`src/rtl/mer_meas_ctrl_pkg.sv`:
```
// Shared types and constants for the MER measurement-window scheduler.
package mer_pkg;

    typedef enum logic [2:0] {
        IDLE,
        CLEAR,
        SETTLE,
        ACCUM,
        LATCH
    } state_e;

    localparam int DW = 18;

    localparam logic [DW-1:0]        ERR_PWR_MAX = 18'h3FFFF;
    localparam logic signed [DW-1:0] REF_MAX     = 18'sh1FFFF;

endpackage

```
`src/rtl/mer_meas_ctrl_if.sv`:
```
// Result readout bus of the MER scheduler: averaged results plus valid/ack handshake.
interface mer_meas_ctrl_if #(
    parameter int LOG2_WIN = 10
);
    import mer_pkg::*;

    logic signed [DW-1:0] ref_level;
    logic [DW-1:0]        err_pwr;
    logic [LOG2_WIN:0]    err_count;
    logic                 result_valid;
    logic                 result_ack;
    logic                 overrun;
    logic                 mer_alarm;

    modport master (
        output ref_level, err_pwr, err_count, result_valid, overrun, mer_alarm,
        input  result_ack
    );

    modport slave (
        input  ref_level, err_pwr, err_count, result_valid, overrun, mer_alarm,
        output result_ack
    );

endinterface

```
`src/rtl/mer_meas_ctrl_accum.sv`:
```
// Window accumulators for squared error, |dec_var| and symbol errors, with
// window-mean shift and saturation applied to the values handed to the latch.
module mer_accum
    import mer_pkg::*;
#(
    parameter int LOG2_WIN = 10
) (
    input  logic                 clk,
    input  logic                 reset,
    input  logic                 clear,
    input  logic                 en,
    input  logic signed [DW-1:0] error,
    input  logic signed [DW-1:0] dec_var,
    input  logic                 sym_error,
    output logic [DW-1:0]        err_pwr_sat,
    output logic signed [DW-1:0] ref_level_sat,
    output logic [LOG2_WIN:0]    err_cnt
);

    localparam int AW = 19 + LOG2_WIN;
    localparam logic [AW-1:0] PWR_LIM = AW'(ERR_PWR_MAX);
    localparam logic [AW-1:0] REF_LIM = AW'($unsigned(REF_MAX));

    logic [AW-1:0]         err_acc_q, err_acc_d;
    logic [AW-1:0]         abs_acc_q, abs_acc_d;
    logic [LOG2_WIN:0]     err_cnt_q, err_cnt_d;
    logic signed [2*DW-1:0] sq_s;
    logic signed [DW:0]    dec_ext;
    logic [DW:0]           abs_dec;

    function automatic logic [DW-1:0] sat_mean(input logic [AW-1:0] acc,
                                               input logic [AW-1:0] lim);
        logic [AW-1:0] avg;
        avg = acc >> LOG2_WIN;
        if (avg > lim) begin
            avg = lim;
        end
        return DW'(avg);
    endfunction

    // Square is non-negative, so only bits [35:17] carry weight after scaling.
    always_comb begin
        sq_s    = (2*DW)'(error) * (2*DW)'(error);
        dec_ext = {dec_var[DW-1], dec_var};
        abs_dec = (dec_ext < 0) ? $unsigned(-dec_ext) : $unsigned(dec_ext);

        err_acc_d = err_acc_q;
        abs_acc_d = abs_acc_q;
        err_cnt_d = err_cnt_q;
        if (clear) begin
            err_acc_d = '0;
            abs_acc_d = '0;
            err_cnt_d = '0;
        end else if (en) begin
            err_acc_d = err_acc_q + AW'($unsigned(sq_s >> (DW-1)));
            abs_acc_d = abs_acc_q + AW'(abs_dec);
            err_cnt_d = err_cnt_q + (LOG2_WIN+1)'(sym_error);
        end
    end

    always_ff @(posedge clk or posedge reset) begin
        if (reset) begin
            err_acc_q <= '0;
            abs_acc_q <= '0;
            err_cnt_q <= '0;
        end else begin
            err_acc_q <= err_acc_d;
            abs_acc_q <= abs_acc_d;
            err_cnt_q <= err_cnt_d;
        end
    end

    assign err_pwr_sat   = sat_mean(err_acc_q, PWR_LIM);
    assign ref_level_sat = $signed(sat_mean(abs_acc_q, REF_LIM));
    assign err_cnt       = err_cnt_q;

endmodule

```
`src/rtl/mer_meas_ctrl.sv`:
```
// MER measurement-window scheduler: clear, settle, accumulate, latch, valid/ack.
// Optional build macro MER_ALARM_EN adds the registered err_pwr threshold alarm.
module mer_meas_ctrl
    import mer_pkg::*;
#(
    parameter int                   LOG2_WIN    = 10,
    parameter int                   SETTLE_SYMS = 3,
    parameter logic signed [DW-1:0] REF_INIT    = 18'sd32768,
    parameter logic [DW-1:0]        MER_THRESH  = 18'd4096
) (
    input  logic                 clk,
    input  logic                 reset,
    input  logic                 sym_clk_en,
    input  logic                 start,
    input  logic                 cont_mode,
    input  logic signed [DW-1:0] error,
    input  logic signed [DW-1:0] dec_var,
    input  logic                 sym_error,
    output logic                 clear_accum,
    output logic                 busy,
    mer_meas_ctrl_if.master      res
);

    localparam int CW_SETTLE = $clog2(SETTLE_SYMS + 1);
    localparam int CW        = ((LOG2_WIN > CW_SETTLE) ? LOG2_WIN : CW_SETTLE) + 1;
    localparam logic [CW-1:0] SETTLE_LAST = CW'(SETTLE_SYMS - 1);
    localparam logic [CW-1:0] WIN_LAST    = CW'((1 << LOG2_WIN) - 1);

    state_e               state_q, state_d;
    logic [CW-1:0]        cnt_q, cnt_d;
    logic                 clear_q, clear_d;
    logic                 busy_q, busy_d;
    logic                 valid_q, valid_d;
    logic                 overrun_q, overrun_d;
    logic [DW-1:0]        err_pwr_q, err_pwr_d;
    logic signed [DW-1:0] ref_level_q, ref_level_d;
    logic [LOG2_WIN:0]    err_count_q, err_count_d;
    logic                 latch;

    logic [DW-1:0]        pwr_new;
    logic signed [DW-1:0] ref_new;
    logic [LOG2_WIN:0]    cnt_new;

    mer_accum #(.LOG2_WIN(LOG2_WIN)) u_accum (
        .clk           (clk),
        .reset         (reset),
        .clear         (clear_q),
        .en            (sym_clk_en && (state_q == ACCUM)),
        .error         (error),
        .dec_var       (dec_var),
        .sym_error     (sym_error),
        .err_pwr_sat   (pwr_new),
        .ref_level_sat (ref_new),
        .err_cnt       (cnt_new)
    );

    always_comb begin
        state_d     = state_q;
        cnt_d       = cnt_q;
        clear_d     = 1'b0;
        valid_d     = valid_q;
        overrun_d   = overrun_q;
        err_pwr_d   = err_pwr_q;
        ref_level_d = ref_level_q;
        err_count_d = err_count_q;
        latch       = 1'b0;

        if (valid_q && res.result_ack) begin
            valid_d = 1'b0;
        end

        if (sym_clk_en) begin
            case (state_q)
                IDLE: begin
                    if (start) begin
                        state_d = CLEAR;
                        clear_d = 1'b1;
                    end
                end
                CLEAR: begin
                    cnt_d   = '0;
                    state_d = (SETTLE_SYMS == 0) ? ACCUM : SETTLE;
                end
                SETTLE: begin
                    if (cnt_q == SETTLE_LAST) begin
                        cnt_d   = '0;
                        state_d = ACCUM;
                    end else begin
                        cnt_d = cnt_q + 1'b1;
                    end
                end
                ACCUM: begin
                    if (cnt_q == WIN_LAST) begin
                        cnt_d   = '0;
                        state_d = LATCH;
                    end else begin
                        cnt_d = cnt_q + 1'b1;
                    end
                end
                LATCH: begin
                    latch = 1'b1;
                    if (cont_mode) begin
                        state_d = CLEAR;
                        clear_d = 1'b1;
                    end else begin
                        state_d = IDLE;
                    end
                end
                default: state_d = IDLE;
            endcase
        end

        // A coincident ack is consumed by the new result, so it is not an overrun.
        if (latch) begin
            valid_d     = 1'b1;
            overrun_d   = overrun_q | (valid_q & ~res.result_ack);
            err_pwr_d   = pwr_new;
            ref_level_d = ref_new;
            err_count_d = cnt_new;
        end

        busy_d = (state_d != IDLE);
    end

    always_ff @(posedge clk or posedge reset) begin
        if (reset) begin
            state_q     <= IDLE;
            cnt_q       <= '0;
            clear_q     <= 1'b0;
            busy_q      <= 1'b0;
            valid_q     <= 1'b0;
            overrun_q   <= 1'b0;
            err_pwr_q   <= '0;
            ref_level_q <= REF_INIT;
            err_count_q <= '0;
        end else begin
            state_q     <= state_d;
            cnt_q       <= cnt_d;
            clear_q     <= clear_d;
            busy_q      <= busy_d;
            valid_q     <= valid_d;
            overrun_q   <= overrun_d;
            err_pwr_q   <= err_pwr_d;
            ref_level_q <= ref_level_d;
            err_count_q <= err_count_d;
        end
    end

`ifdef MER_ALARM_EN
    logic alarm_q, alarm_d;

    always_comb begin
        alarm_d = alarm_q;
        if (latch) begin
            alarm_d = (pwr_new > MER_THRESH);
        end
    end

    always_ff @(posedge clk or posedge reset) begin
        if (reset) begin
            alarm_q <= 1'b0;
        end else begin
            alarm_q <= alarm_d;
        end
    end

    assign res.mer_alarm = alarm_q;
`else
    assign res.mer_alarm = 1'b0;
`endif

    assign clear_accum      = clear_q;
    assign busy             = busy_q;
    assign res.result_valid = valid_q;
    assign res.overrun      = overrun_q;
    assign res.err_pwr      = err_pwr_q;
    assign res.ref_level    = ref_level_q;
    assign res.err_count    = err_count_q;

endmodule

```
`src/flat_wrapper.sv`:
```
// flat-port wrapper written by rule: the top's interface ports become plain ports
module mer_meas_ctrl_flat import mer_pkg::*;
#(
    parameter int                   LOG2_WIN    = 10,
    parameter int                   SETTLE_SYMS = 3,
    parameter logic signed [DW-1:0] REF_INIT    = 18'sd32768,
    parameter logic [DW-1:0]        MER_THRESH  = 18'd4096
)
  (clk, reset, sym_clk_en, start, cont_mode, error, dec_var, sym_error, clear_accum, busy, res_ref_level, res_err_pwr, res_err_count, res_result_valid, res_overrun, res_mer_alarm, res_result_ack);
  mer_meas_ctrl_if #(.LOG2_WIN(LOG2_WIN)) res_i ();
  input  logic clk;
  input  logic reset;
  input  logic sym_clk_en;
  input  logic start;
  input  logic cont_mode;
  input  logic signed [DW-1:0] error;
  input  logic signed [DW-1:0] dec_var;
  input  logic sym_error;
  output logic clear_accum;
  output logic busy;
  output wire logic [$bits(res_i.ref_level)-1:0] res_ref_level;
  output wire logic [$bits(res_i.err_pwr)-1:0] res_err_pwr;
  output wire logic [$bits(res_i.err_count)-1:0] res_err_count;
  output wire logic [$bits(res_i.result_valid)-1:0] res_result_valid;
  output wire logic [$bits(res_i.overrun)-1:0] res_overrun;
  output wire logic [$bits(res_i.mer_alarm)-1:0] res_mer_alarm;
  input wire logic [$bits(res_i.result_ack)-1:0] res_result_ack;
  assign res_ref_level = res_i.ref_level;
  assign res_err_pwr = res_i.err_pwr;
  assign res_err_count = res_i.err_count;
  assign res_result_valid = res_i.result_valid;
  assign res_overrun = res_i.overrun;
  assign res_mer_alarm = res_i.mer_alarm;
  assign res_i.result_ack = res_result_ack;
  mer_meas_ctrl #(.LOG2_WIN(LOG2_WIN), .SETTLE_SYMS(SETTLE_SYMS), .REF_INIT(REF_INIT), .MER_THRESH(MER_THRESH)) u_core (.clk(clk), .reset(reset), .sym_clk_en(sym_clk_en), .start(start), .cont_mode(cont_mode), .error(error), .dec_var(dec_var), .sym_error(sym_error), .clear_accum(clear_accum), .busy(busy), .res(res_i));
endmodule
```
`config.mk`:
```
export PLATFORM = sky130hd
export DESIGN_NAME = mer_meas_ctrl_flat
export DESIGN_NICKNAME = d
export VERILOG_FILES = /design/src/rtl/mer_meas_ctrl_pkg.sv /design/src/rtl/mer_meas_ctrl_if.sv /design/src/rtl/mer_meas_ctrl_accum.sv /design/src/rtl/mer_meas_ctrl.sv /design/src/flat_wrapper.sv
export SDC_FILE = /design/constraint.sdc
export NUM_CORES = 1
export LEC_CHECK = 0
export CAP_MARGIN = 25
export CELL_PAD_IN_SITES_DETAIL_PLACEMENT = 1
export CELL_PAD_IN_SITES_GLOBAL_PLACEMENT = 2
export CORE_ASPECT_RATIO = 0.9
export CORE_MARGIN = 3
export CORE_UTILIZATION = 35
export DETAILED_ROUTE_END_ITERATION = 8
export GPL_TIMING_DRIVEN = 0
export PLACE_DENSITY = 0.77
export SYNTH_ARGS = -nofsm -noshare
export SYNTH_HDL_FRONTEND = slang
export SYNTH_SLANG_ARGS = --single-unit
```
`constraint.sdc`:
```
create_clock -name clk -period 5.1 [get_ports clk]
set_input_delay 1.02 -clock clk [delete_from_list [all_inputs] [get_ports clk]]
set_output_delay 1.02 -clock clk [all_outputs]
set_load 0.005 [all_outputs]
```
==> results of run 1 <==
sequential cells by signal, summed over array words and instances (netlist names):
name                      flops
u_core.state_q                3
u_core.res.err_count         11
u_core.res.overrun            1
u_core.res.err_pwr           18
u_core.clear_accum            1
u_core.res.ref_level         18
u_core.u_accum.err_acc_q     29
u_core.u_accum.abs_acc_q     29
u_core.cnt_q                 11
u_core.res.result_valid       1
u_core.busy                   1
u_core.u_accum.err_cnt       11
area by class of cell:
class | count | area (um2) | area share [%]
plain buffers | 65 | 748 | 3.21
clock buffers | 20 | 447 | 1.91
clock inverters | 12 | 200 | 0.858
inverters | 428 | 1640 | 7.04
multi-input cells | 1400 | 14300 | 61.2
flip-flops and latches | 134 | 3350 | 14.4
well taps | 680 | 851 | 3.65
repair buffers | 182 | 1810 | 7.75
through the flow:
step	cells	hold WS (ns)	setup slack (ns)	instance area, um2
3_5_place_dp	2796	0.469	-4.87	20600
6_report	2921	0.489	-2.95	23300
4_1_cts	2904	0.492	-2.96	22800
3_3_place_gp	2795	0.454	-4.80	20600
5_1_grt	2921	0.528	-3.23	23300
2_1_floorplan	2027	0.466	-2.85	18900
synth_stat cells, drive strengths merged (4+ instances only):
cell type  count  area (um2)
clkbuf        61         229
inv          428        1610
o21bai         7        52.6
a211oi         9        67.6
nand2b        11        68.8
xnor2         55         482
fa           300        6010
a21oi        126         634
o21a          10        75.1
xor2          35         307
nand4         16         100
nor3          25         125
or3           14        92.6
nor2         172         648
o21ai         51         259
nor2b         20         125
dfrtp        133        3330
mux2          16         180
o31ai          7        52.6
ha           150        1880
nand3         21         105
and2          43         272
nand2        216         811
a21o          21         158
buf            4        26.3
a31oi          7        43.8
and3          11        68.8
nor4           5        31.3
kinds of logic after synthesis:
group,after synthesis,share of synthesized area (%)
compound gates,268,8.89
xor+xnor,90,4.30
fa+ha+maj,450,43.0
buf+inv,493,10.2
flops,134,18.3
mux,17,1.04
other cells,1,0.0205
simple gates,573,14.2
worst reg2reg max path, stage by stage (launching register included):
cell and delay, ns:
dfrtp_1 0.34, ha_1 0.20, inv_1 0.07, fa_1 0.41, nor2b_1 0.23, o31a_1 0.22, o31ai_1 0.11, a31oi_1 0.42
a22oi_1 0.18, a21oi_1 0.50, nand4_1 0.22, xor2_1 0.19, nor2_1 0.05
how the worst max path moves through the flow:
stage	startpoint	endpoint	slack (ns)	cells past startpoint
finish	error[5]	u_core.u_accum.err_acc_q[27]$_DFFE_PP0P_	-2.95	28
global route	error[17]	u_core.u_accum.err_acc_q[21]$_DFFE_PP0P_	-3.23	34
CTS	error[5]	u_core.u_accum.err_acc_q[22]$_DFFE_PP0P_	-2.96	31
detailed placement	error[11]	u_core.u_accum.err_acc_q[26]$_DFFE_PP0P_	-4.87	34
global placement	error[11]	u_core.u_accum.err_acc_q[26]$_DFFE_PP0P_	-4.80	34
floorplan	error[13]	u_core.u_accum.err_acc_q[27]$_DFFE_PP0P_	-2.85	31
metal layers:
metal / wire length, um / vias up / GRT usage (%)
met2: 25700 / 201 / 33.8
met5: 0 / - / 0
met3: 1960 / 61 / 3.17
met1: 23800 / 7342 / 26.9
met4: 1200 / 0 / 5.41
li1: - / 6681 / -
what timing repair did:
action,in CTS,in global routing
cloned,3,0
resized for setup,278,91
buffers inserted,73,21
setup endpoints to repair,29,29
pin swaps,140,83
hold buffers,0,0
==> metrics, run 1 <==
status finished, violations left; failing checks setup timing; drt drc 0; syn_area_per_cell 9.04 um2; PortBufs 88; CTS Buf Count 17; Final WS setup -2.95 ns; Crit path max-delay family adder cells; 1st-iter DRT viols 564; Yosys warning total 0; core area 0.0510 mm2; clk root buf clkbuf_16; total grt overflow 0; Worst-Skew Late Latency 0.44 ns; Antenna diodes 0; Slew Viols, Final 0; synthesized flop and latch total 134; slew of the pin with the lowest slew margin 0.756 ns; Hold EP u_core.res.overrun$_DFFE_PP0P_; Worst Path Max Fanout 7; DR vias 14285; Boundary Pins 95; Async SR Flop Fraction 100%; RSZ-0062 raised after global routing true; Post-DRT Antenna Nets 0; critical path class in2reg; Rows 78; vias in the first global route approximately 16000; cells on worst reg2reg path 12; layout cell share with drive strength beyond 1 about a fifth; worst path buffer plus inverter count 7; RD Place Congestion 0.859; first-pass GRT wire length 88.0 mm; Unique masters post-synth 69; max_slew headroom 49.6%; H-tree Lvls 4; max incr delay on CP 0.57 ns; r2r setup slk 1.84 ns; CTS tree built; Synth-to-Final Area Change 27.4%; max cap viols 0; endpoints failing hold 0; Fin Setup TNS -72.86 ns; die area between 0.05 and 0.06 mm2; DP HPWL 42.0 mm; min-delay src u_core.res.overrun$_DFFE_PP0P_; largest net degree at the start of global routing 79; Critical R2R Capture u_core.u_accum.abs_acc_q[26]$_DFFE_PP0P_; Worst setup EP type register; CTS sink count between 100 and 150; sequential share of the synthesized area 18.3%; Initial Util 35.9%; initial antenna violation count 0; Post-synth EDFFs 0; first-pass iteration count of the detailed router 4; synthesized area 0.0183 mm2; Req. time, crit path 5.39 ns; total track usage 20.1%; Fillers between 5000 and 6000; Wirelength per Cell ~18 um; CP Launch Type input pin; WHS Path Cells 1; final period demand of the worst path 8.05 ns; Total Wirelength 52.7 mm; worst min path class reg2reg; Crit-path slowest cell fa_1; reg2reg start u_core.u_accum.abs_acc_q[0]$_DFFE_PP0P_; commonest non-fill, non-tap cells in the layout inv_1 (395), fa_1 (279), nand2_1 (178), nor2_1 (150), dfrtp_1 (133); Clock Skews 0.00751 ns; commonest non-fill, non-tap cell in the layout inv_1; clk buf depth 2; chip height 223 um; Final nets 2721; maximum clock rate ~120 MHz; Top cell by count, worst path fa_1; die width roughly 250 um; Final Cycle Share 158%; ys flop type dfrtp_1; drt via density 4.89; Mapped Cells 2026; Core Util, Final around 46%; clk slew on worst S/H paths 0.06 ns; Final Setup Violations 29; Arr. time, crit path roughly 8.3 ns
Power of run 1 is not shown: default switching activity piles up to over one toggle a cycle in this logic, so the estimate is an artifact.
==> run 2, diff against run 1 <==
--- a/config.mk
+++ b/config.mk
@@ -5,6 +5,7 @@
 export SDC_FILE = /design/constraint.sdc
 export NUM_CORES = 1
 export LEC_CHECK = 0
+export ABC_CLOCK_PERIOD_IN_PS = 5100
 export CAP_MARGIN = 25
 export CELL_PAD_IN_SITES_DETAIL_PLACEMENT = 1
 export CELL_PAD_IN_SITES_GLOBAL_PLACEMENT = 2
==> results of run 2 <==
No change in the layout: final DEF, timing and power equal those of run 1.
Power of run 2 is left out for the same reason.
==> run 3, diff against run 2 <==
--- a/config.mk
+++ b/config.mk
@@ -11,10 +11,11 @@
 export CELL_PAD_IN_SITES_GLOBAL_PLACEMENT = 2
 export CORE_ASPECT_RATIO = 0.9
 export CORE_MARGIN = 3
-export CORE_UTILIZATION = 35
+export CORE_UTILIZATION = 40
+export CTS_BUF_LIST = sky130_fd_sc_hd__clkbuf_8 sky130_fd_sc_hd__clkbuf_16
 export DETAILED_ROUTE_END_ITERATION = 8
 export GPL_TIMING_DRIVEN = 0
-export PLACE_DENSITY = 0.77
+export PLACE_DENSITY = 0.86
 export SYNTH_ARGS = -nofsm -noshare
 export SYNTH_HDL_FRONTEND = slang
 export SYNTH_SLANG_ARGS = --single-unit
==> run 3 against run 2 <==
- the flow still finishes with violations (setup timing)
- register-to-register slack better by 0.06 ns
- critical path depth up 5
- sequential cell count unchanged
- utilization up 7.1 points
- worst hold slack worse by 0.014 ns
- final cell count down 1.9%
- clock-buffer cell count down 2
- final area up 1.1%
- critical endpoint is now u_core.u_accum.err_acc_q[21]$_DFFE_PP0P_
==> metrics, run 3 (same netlist as run 1, synthesis figures left out) <==
Worst Path Max Fanout 6 (was 7); biggest regs u_core.u_accum.abs_acc_q x29, u_core.u_accum.err_acc_q x29 (unchanged); initial antenna violation count 0 (unchanged); RSZ-0062 raised after global routing true (unchanged); Final Setup Violations 29 (unchanged); failing checks setup timing (unchanged); Hold EP u_core.res.overrun$_DFFE_PP0P_ (unchanged); H-tree Lvls 4 (unchanged); endpoints failing hold 0 (unchanged); clk buf depth 2 (unchanged); Crit-path slowest cell fa_1 (unchanged); Fin Setup TNS -75.17 ns (was -72.86 ns); Rows 73 (was 78); Initial Util 41.0% (was 35.9%); Arr. time, crit path 8.44 ns (was 8.34 ns); drt via density 5.06 (was 4.89); Final nets 2746 (was 2721); maximum clock rate 123 MHz (was 124 MHz); first-pass GRT wire length 88.9 mm (was 88.0 mm); WHS Path Cells 1 (unchanged); Wirelength per Cell 19.2 um (was 18.0 um); Slew Viols, Final 0 (unchanged); CTS sink count 134 (unchanged); Fillers 4981 (was 5699); Worst setup EP type register (unchanged); DP HPWL 41.7 mm (was 42.0 mm); CTS Buf Count 17 (unchanged); Clock Skews 0.00868 ns (was 0.00751 ns); Top cell by count, worst path fa_1 (unchanged); core area 0.0447 mm2 (was 0.0510 mm2); max incr delay on CP 0.59 ns (was 0.57 ns); worst min path class reg2reg (unchanged); vias in the first global route 16599 (was 16327); drt drc 0 (unchanged); RD Place Congestion 0.871 (was 0.859); max cap viols 0 (unchanged); cells on worst reg2reg path 12 (unchanged); die area 0.0484 mm2 (was 0.0551 mm2); Boundary Pins 95 (unchanged); r2r setup slk 1.90 ns (was 1.84 ns); DR vias 14502 (was 14285); Antenna diodes 0 (unchanged); status finished, violations left (unchanged); 1st-iter DRT viols 520 (was 564); PortBufs 88 (unchanged); Critical R2R Capture u_core.u_accum.abs_acc_q[28]$_DFFE_PP0P_ (was u_core.u_accum.abs_acc_q[26]$_DFFE_PP0P_); CTS Hold Buffers Added 0 (unchanged); Final WS setup -3.06 ns (was -2.95 ns); max_slew headroom 50.3% (was 49.6%); chip height 209 um (was 223 um); die width 232 um (was 247 um); clk slew on worst S/H paths 0.06 ns (about the same); Total Wirelength 54.9 mm (was 52.7 mm); clk root buf clkbuf_16 (unchanged); Final Cycle Share 160% (was 158%); commonest non-fill, non-tap cells in the layout inv_1 (370), fa_1 (270), nand2_1 (172), nor2_1 (148), dfrtp_1 (133) (was inv_1 (395), fa_1 (279), nand2_1 (178), nor2_1 (150), dfrtp_1 (133)); largest net degree at the start of global routing 88 (was 79); Fin Hold WS 0.475 ns (was 0.489 ns); final period demand of the worst path 8.16 ns (was 8.05 ns); Worst-Skew Late Latency 0.43 ns (was 0.44 ns); Post-DRT Antenna Nets 0 (unchanged); first-pass iteration count of the detailed router 4 (unchanged); Req. time, crit path 5.39 ns (about the same); total grt overflow 0 (unchanged); slew of the pin with the lowest slew margin 0.746 ns (was 0.756 ns); commonest non-fill, non-tap cell in the layout inv_1 (unchanged); CP Launch Type input pin (unchanged); layout cell share with drive strength beyond 1 22.0% (was 18.9%); total track usage 23.0% (was 20.1%); Synth-to-Final Area Change 28.8% (was 27.4%); min-delay src u_core.res.overrun$_DFFE_PP0P_ (unchanged); CTS tree built (unchanged); critical path class in2reg (unchanged); reg2reg start u_core.u_accum.abs_acc_q[0]$_DFFE_PP0P_ (unchanged)
-- run 3: cell types whose count changed in the layout (fill, tap and decap cells not counted), sizes merged --
cell and change:
buf +31, inv +3, clkbuf -8, bufinv -2, clkinvlp +1
-- run 3: cell type report --
| type | instances | area (um2) | area share, % |
|---|---|---|---|
| Inverter | 428 | 1640 | 6.95 |
| Timing Repair Buffer | 207 | 2010 | 8.53 |
| Sequential cell | 134 | 3350 | 14.2 |
| Multi-Input combinational cell | 1400 | 14500 | 61.4 |
| Clock inverter | 14 | 175 | 0.743 |
| Tap cell | 600 | 751 | 3.18 |
| Clock buffer | 18 | 439 | 1.86 |
| Buffer | 65 | 731 | 3.10 |
-- run 3: metrics by stage --
stage               utilization [%]  worst slack, ns  instances  area, um2
floorplan                         -            -2.85       2027      18900
global placement               45.9            -4.89       2715      20500
detailed placement             45.9            -5.03       2716      20500
CTS                            50.5            -2.92       2816      22600
global route                   52.8            -3.37       2866      23600
finish                         52.8            -3.06       2866      23600
-- run 3: layer usage --
metal	up-vias	track usage (%)	part of all wire [%]	wire, um
met5	-	0	0	0
met4	0	5.15	2.2	1190
met3	76	3.09	3.2	1780
met2	215	40.1	51	27800
met1	7467	30.5	44	24100
li1	6744	-	-	-
-- run 3: timing repair --
item	4_1_cts	5_1_grt
resized for setup	267	165
setup buffers	67	49
cloned	1	2
setup endpoints to repair	29	29
pin swaps	149	126
-- run 3: worst max-delay path by stage --
stage	startpoint	endpoint	slack, ns	cells past startpoint
global route	error[6]	u_core.u_accum.err_acc_q[17]$_DFFE_PP0P_	-3.37	33
finish	error[6]	u_core.u_accum.err_acc_q[21]$_DFFE_PP0P_	-3.06	33
CTS	error[5]	u_core.u_accum.err_acc_q[19]$_DFFE_PP0P_	-2.92	34
detailed placement	error[11]	u_core.u_accum.err_acc_q[26]$_DFFE_PP0P_	-5.03	34
global placement	error[11]	u_core.u_accum.err_acc_q[26]$_DFFE_PP0P_	-4.89	34
floorplan	error[13]	u_core.u_accum.err_acc_q[27]$_DFFE_PP0P_	-2.85	31
-- run 3: worst max-delay path: cells and delay by family --
kind | cells | cell delay, ns
fa+ha+maj | 8 | 3.74
compound gates | 8 | 1.71
buf+inv | 8 | 0.84
simple gates | 7 | 0.73
xor+xnor | 2 | 0.39
Power of run 3 is left out for the same reason.
